## src/rtl/mips_pkg.sv

```systemverilog
// mips_pkg: shared widths, the $zero register index and the writeback entry record
package mips_pkg;
    localparam int DATA_W   = 32;
    localparam int ADDR_W   = 5;
    localparam int REG_ZERO = 0;

    typedef struct packed {
        logic [ADDR_W-1:0] rd;
        logic [DATA_W-1:0] data;
        logic              live;
    } wb_entry_t;
endpackage

```

## src/rtl/wb_fifo.sv

```systemverilog
// wb_fifo: circular result buffer with per-entry live clear on destination match
module wb_fifo #(
    parameter int DATA_W = mips_pkg::DATA_W,
    parameter int ADDR_W = mips_pkg::ADDR_W,
    parameter int DEPTH  = 4,
    localparam int PW    = $clog2(DEPTH),
    localparam int CW    = PW + 1
) (
    input  logic                          clk,
    input  logic                          rst,
    input  logic                          i_push,
    input  logic [ADDR_W-1:0]             i_push_rd,
    input  logic [DATA_W-1:0]             i_push_data,
    input  logic                          i_push_live,
    input  logic                          i_pop,
    input  logic                          i_squash,
    input  logic [ADDR_W-1:0]             i_squash_rd,
    output logic [ADDR_W-1:0]             o_head_rd,
    output logic [DATA_W-1:0]             o_head_data,
    output logic                          o_head_live,
    output logic [CW-1:0]                 o_count,
    output logic                          o_full,
    output logic                          o_empty,
    output logic [DEPTH-1:0][ADDR_W-1:0]  o_ent_rd,
    output logic [DEPTH-1:0]              o_ent_live
);
    logic [DEPTH-1:0][ADDR_W-1:0] r_rd;
    logic [DEPTH-1:0][DATA_W-1:0] r_data;
    logic [DEPTH-1:0]             r_live;
    logic [DEPTH-1:0]             r_valid;
    logic [PW-1:0]                r_wp;
    logic [PW-1:0]                r_rp;
    logic [CW-1:0]                r_count;
    logic                         w_push;
    logic                         w_pop;

    assign o_full      = (r_count == CW'(DEPTH));
    assign o_empty     = (r_count == '0);
    assign w_push      = i_push && !o_full;
    assign w_pop       = i_pop && !o_empty;
    assign o_count     = r_count;
    assign o_head_rd   = r_rd[r_rp];
    assign o_head_data = r_data[r_rp];
    assign o_head_live = r_live[r_rp];
    assign o_ent_rd    = r_rd;
    assign o_ent_live  = r_valid & r_live;

    // Storage, pointers and count; a squash hits only entries already held, the pushed entry brings its own live bit
    always_ff @(posedge clk) begin
        if (!rst) begin
            r_rd    <= '0;
            r_data  <= '0;
            r_live  <= '0;
            r_valid <= '0;
            r_wp    <= '0;
            r_rp    <= '0;
            r_count <= '0;
        end else begin
            for (int i = 0; i < DEPTH; i++)
                if (i_squash && r_valid[i] && r_rd[i] == i_squash_rd)
                    r_live[i] <= 1'b0;
            if (w_push) begin
                r_rd[r_wp]    <= i_push_rd;
                r_data[r_wp]  <= i_push_data;
                r_live[r_wp]  <= i_push_live;
                r_valid[r_wp] <= 1'b1;
                r_wp          <= r_wp + PW'(1);
            end
            if (w_pop) begin
                r_valid[r_rp] <= 1'b0;
                r_rp          <= r_rp + PW'(1);
            end
            r_count <= r_count + CW'(w_push) - CW'(w_pop);
        end
    end
endmodule

```

## src/rtl/regfile_writeback.sv

```systemverilog
// regfile_writeback: merges ALU and mul/div results onto the single register-file write port
module regfile_writeback #(
    parameter int DATA_W     = mips_pkg::DATA_W,
    parameter int ADDR_W     = mips_pkg::ADDR_W,
    parameter int FIFO_DEPTH = 4,
    localparam int CW        = $clog2(FIFO_DEPTH) + 1
) (
    input  logic                 clk,
    input  logic                 rst,
    input  logic                 alu_valid,
    input  logic [ADDR_W-1:0]    alu_rd,
    input  logic [DATA_W-1:0]    alu_data,
    input  logic                 mul_valid,
    output logic                 mul_ready,
    input  logic [ADDR_W-1:0]    mul_rd,
    input  logic [DATA_W-1:0]    mul_data,
    output logic                 wr_en,
    output logic [ADDR_W-1:0]    wr_addr,
    output logic [DATA_W-1:0]    wr_data,
    output logic [2**ADDR_W-1:0] pending_mask,
    output logic [CW-1:0]        fifo_count
);
    logic                               r_wr_en;
    logic [ADDR_W-1:0]                  r_wr_addr;
    logic [DATA_W-1:0]                  r_wr_data;
    logic                               w_alu_hit;
    logic                               w_push;
    logic                               w_pop;
    logic                               w_full;
    logic                               w_empty;
    logic [ADDR_W-1:0]                  w_head_rd;
    logic [DATA_W-1:0]                  w_head_data;
    logic                               w_head_live;
    logic [FIFO_DEPTH-1:0][ADDR_W-1:0]  w_ent_rd;
    logic [FIFO_DEPTH-1:0]              w_ent_live;
    logic [2**ADDR_W-1:0]               w_mask;

    assign w_alu_hit = alu_valid && alu_rd != ADDR_W'(mips_pkg::REG_ZERO);
    assign mul_ready = !w_full;
    assign w_push    = mul_valid && !w_full;
    assign w_pop     = !alu_valid && !w_empty;

    wb_fifo #(
        .DATA_W (DATA_W),
        .ADDR_W (ADDR_W),
        .DEPTH  (FIFO_DEPTH)
    ) u_fifo (
        .clk         (clk),
        .rst         (rst),
        .i_push      (w_push),
        .i_push_rd   (mul_rd),
        .i_push_data (mul_data),
        .i_push_live (!(w_alu_hit && mul_rd == alu_rd)),
        .i_pop       (w_pop),
        .i_squash    (w_alu_hit),
        .i_squash_rd (alu_rd),
        .o_head_rd   (w_head_rd),
        .o_head_data (w_head_data),
        .o_head_live (w_head_live),
        .o_count     (fifo_count),
        .o_full      (w_full),
        .o_empty     (w_empty),
        .o_ent_rd    (w_ent_rd),
        .o_ent_live  (w_ent_live)
    );

    // Output stage: ALU has priority, the FIFO head drains into idle cycles, $zero and squashed entries never write
    always_ff @(posedge clk) begin
        if (!rst) begin
            r_wr_en   <= 1'b0;
            r_wr_addr <= '0;
            r_wr_data <= '0;
        end else if (alu_valid) begin
            r_wr_en   <= w_alu_hit;
            r_wr_addr <= alu_rd;
            r_wr_data <= alu_data;
        end else if (w_pop) begin
            r_wr_en   <= w_head_live && w_head_rd != ADDR_W'(mips_pkg::REG_ZERO);
            r_wr_addr <= w_head_rd;
            r_wr_data <= w_head_data;
        end else begin
            r_wr_en   <= 1'b0;
        end
    end

    // Pending registers: live queued entries plus the write currently on the port, never $zero
    always_comb begin
        w_mask = '0;
        for (int i = 0; i < FIFO_DEPTH; i++)
            if (w_ent_live[i])
                w_mask[w_ent_rd[i]] = 1'b1;
        if (r_wr_en)
            w_mask[r_wr_addr] = 1'b1;
        w_mask[mips_pkg::REG_ZERO] = 1'b0;
    end

    assign wr_en        = r_wr_en;
    assign wr_addr      = r_wr_addr;
    assign wr_data      = r_wr_data;
    assign pending_mask = w_mask;
endmodule

```

## config.mk

```make
export PLATFORM = sky130hd
export DESIGN_NAME = regfile_writeback
export DESIGN_NICKNAME = d
export VERILOG_FILES = /design/src/rtl/mips_pkg.sv /design/src/rtl/wb_fifo.sv /design/src/rtl/regfile_writeback.sv
export SDC_FILE = /design/constraint.sdc
export NUM_CORES = 1
export LEC_CHECK = 0
export BUFFER_PORTS_ARGS = -buffer_cell sky130_fd_sc_hd__buf_2
export CORE_AREA = 4 4 164 205
export CTS_BUF_LIST = sky130_fd_sc_hd__clkbuf_4 sky130_fd_sc_hd__clkbuf_8
export DETAILED_ROUTE_END_ITERATION = 7
export DIE_AREA = 0 0 168 209
export GPL_ROUTABILITY_DRIVEN = 0
export PLACE_DENSITY = 0.61
export SYNTH_ARGS = -nofsm -noshare
export SYNTH_HDL_FRONTEND = slang
export SYNTH_SLANG_ARGS = --single-unit
```

## constraint.sdc

```tcl
create_clock -name clk -period 2.1 [get_ports clk]
set_input_delay 0.42 -clock clk [delete_from_list [all_inputs] [get_ports clk]]
set_output_delay 0.42 -clock clk [all_outputs]
set_load 0.1 [all_outputs]
```

==> results.toml <==
[outcome]
status = "finished with violations"
violations = "setup timing"

[drt]
routed_wl_mm = 35.7
drt-initial-drc-count = 788
viasPerCell = 5.37
via_count = 10148
drc_errors = 0
final_antenna_net_count = 0
drt-wirelength-per-cell_um = 18.9
dr.pass1.iters = 6

[grt]
antenna_found_initial = 5
grt_pass1_wl_mm = 55.4
grt_pass1_vias = 10172
grt_usage_pct = 19.3
overflow = 0
grt_max_degree = 54

[timing]
hold_violations = 0
slew_viol_final = 0
tightestPinTransition_ns = 0.583
finalCriticalPeriod_ns = 2.39
finClkSkew_ns = 0.00879
rsz0062_at_grt = "true"
max_freq_mhz = 419
setup_ws_ns = -0.288
slew-limit-headroom_pct = 61.2
setup_viol = 31
fin_crit_sh_pct = 114
hold_ws_ns = 0.110

[clock_network]
cts.sinks = 201
clk_latency_ns = 0.57
hold_buffers = 0
cts.clk_slew.worst_paths_ns = 0.06
cts-buffers-inserted = 31
tritoncts = "built"
clockBufferDepth = 3
root_buffer = "clkbuf_8"
htreeDepth = 1

[critical_path]
start_kind = "flip-flop"
max_stage_delay_ns = 0.40
critPathKind = "reg -> out"
worstPathRequired_ns = 1.68
cpMostUsedCell = "or3_4"
worstReg2RegStart = "u_fifo.o_count[2]$_SDFF_PN0_"
cp-startpoint = "u_fifo.o_ent_rd[1]$_SDFFE_PN0P_"
reg2reg_slack_ns = 0.10
crit_arrival_ns = 1.97
reg2reg_depth = 9
cp-end-kind = "primary output"
crit_chain = "inv_4 > or3_4 > o22ai_1 > or3_4 > buf_12"
critPathSlowestCell = "or3_4"
worstPathMaxFanout = 4

[synth]
ys_seq_elements = 201
yosysSeqAreaShare_pct = 38.9
ys_types = 43
syn_inst = 1268
ys.flop_type = "dfxtp_1"
synth_edf_count = 0
synthArstFlopShare_pct = 0
syn_nets = 1357
synth_area_sq_mm = 0.0103
ys_warn_count = 0
avgSynthCellArea_sq_um = 8.15

[die]
fp.dieW_um = 168
start_util_pct = 32.6
io_pins = 152
fp.dieArea_sq_mm = 0.0351
num_rows = 73
fp.dieH_um = 209
core_area_sq_mm = 0.0317

[cells_and_area]
finalNonFillerCells = 1891
final_common_cell = "nand2_1"
n_fill_cell = 3032
drive_gt1_share_pct = 36.4
most-common-layout-cells = "nand2_1, dfxtp_1, buf_2"
area_growth_pct = 38.7
fin_util_pct = 45.2
fin_nets = 1544

[worst_hold_path]
hold_depth = 3
min_path_type = "in -> reg"
min-delay-start = "alu_data[14]"

[power_and_ir_drop]
finalPower_mw = 12.3
vdd_drop_max_uv = 537
power_leakage_nw = 5.32
p_per_area_mw_per_mm2 = 857

[placed_design]
dp_hpwl_mm = 23.6
place_inst = 1792
portBuffers = 150
dp_worst_setup_slack_ns = 0.0807

[flow_run]
maxCapViolations = 0
[flip-flops by register name, indices dropped and copies added, names as in the netlist]
| signal | count |
|---|---|
| u_fifo.r_data | 128 |
| wr_data | 32 |
| u_fifo.o_ent_rd | 20 |
| wr_addr | 5 |
| u_fifo.r_live | 4 |
| u_fifo.r_valid | 4 |
| u_fifo.o_count | 3 |
| u_fifo.r_rp | 2 |
| u_fifo.r_wp | 2 |
| wr_en | 1 |
[stage by stage]
| stage | setup TNS, ns | instance area, sq um |
|---|---|---|
| after global routing | -8.65 | 14300 |
| after detailed placement | 0 | 12600 |
| final | -6.62 | 14300 |
| after floorplan | -0.197 | 10700 |
| after global placement | 0 | 12600 |
| after CTS | -7.28 | 14000 |
[synth_stat cells (2+ instances only)]
cell type,instances,area share (%)
nand2_1,363,13
dfxtp_1,201,39
clkbuf_1,77,2.8
a21boi_0,76,5.5
a21oi_1,76,3.7
a21boi_1,74,5.4
o21ai_0,37,1.8
mux4_2,35,7.6
nand3_1,35,1.7
o22ai_1,32,1.9
a22oi_1,30,2.2
nor2_1,30,1.1
buf_2,27,1.3
xnor2_1,26,2.2
or3_1,21,1.3
nor3_1,18,0.87
nand3b_1,16,1.2
nor3b_1,16,1.2
inv_1,14,0.51
ha_1,10,1.2
nand4_1,8,0.48
and2_1,5,0.30
and3_1,5,0.30
nand2b_1,4,0.24
o211a_1,4,0.39
o221ai_1,4,0.34
mux4_1,3,0.76
xor2_1,3,0.25
buf_1,2,0.073
buf_4,2,0.15
or4_1,2,0.15
[layout make-up]
type                            count  area [sq um]  area share (%)
Clock buffer                       50           607            4.23
Clock inverter                      4          20.0           0.140
Tap cell                          412           515            3.60
Timing Repair Buffer              264          2270            15.9
Inverter                           14          60.1           0.419
Multi-Input combinational cell    943          6690            46.7
Antenna cell                        3          7.51          0.0524
Sequential cell                   201          4160            29.0
[final timing paths]
check | end
setup reg to reg | u_fifo.o_count[2]$_SDFF_PN0_
hold reg to reg | u_fifo.r_data[64]$_SDFFE_PN0P_
setup / recovery | pending_mask[14]
hold / removal | wr_data[14]$_SDFFE_PN0P_
[cell families after synthesis]
| logic type | synth area share, % |
|---|---|
| xor+xnor | 2.46 |
| simple gates | 22.3 |
| compound gates | 21.5 |
| flops | 38.9 |
| buf+inv | 4.99 |
| mux | 8.39 |
| fa+ha+maj | 1.40 |
| other cells | 0.0363 |
[repair_timing]
action	in CTS	in global routing
buffers inserted	33	11
resized for setup	150	58
endpoints found under the setup margin	32	33
endpoints found under the hold margin	0	0
pin swaps	31	28
[critical path: cells and delay by family, from the launching register on]
family / cells / cell delay (ns)
flops: 1 / 0.38
compound gates: 1 / 0.22
buf+inv: 2 / 0.22
simple gates: 2 / 0.57
[report_power, final]
part	total (mW)	internal (mW)	switching, mW
clock	3.30	1.81	1.49
combinational	4.39	1.52	2.87
sequential	4.60	4.22	0.382
total	12.3	7.55	4.74
[routing by layer]
metal	up-vias	part of all wire, %	global-route usage, %
li1	4765	-	-
met1	4858	39	23.0
met2	414	50	34.3
met3	107	6.6	2.91
met4	4	4.2	8.65
met5	-	0.039	0
No activity file was read; power rests on OpenSTA's default activity.
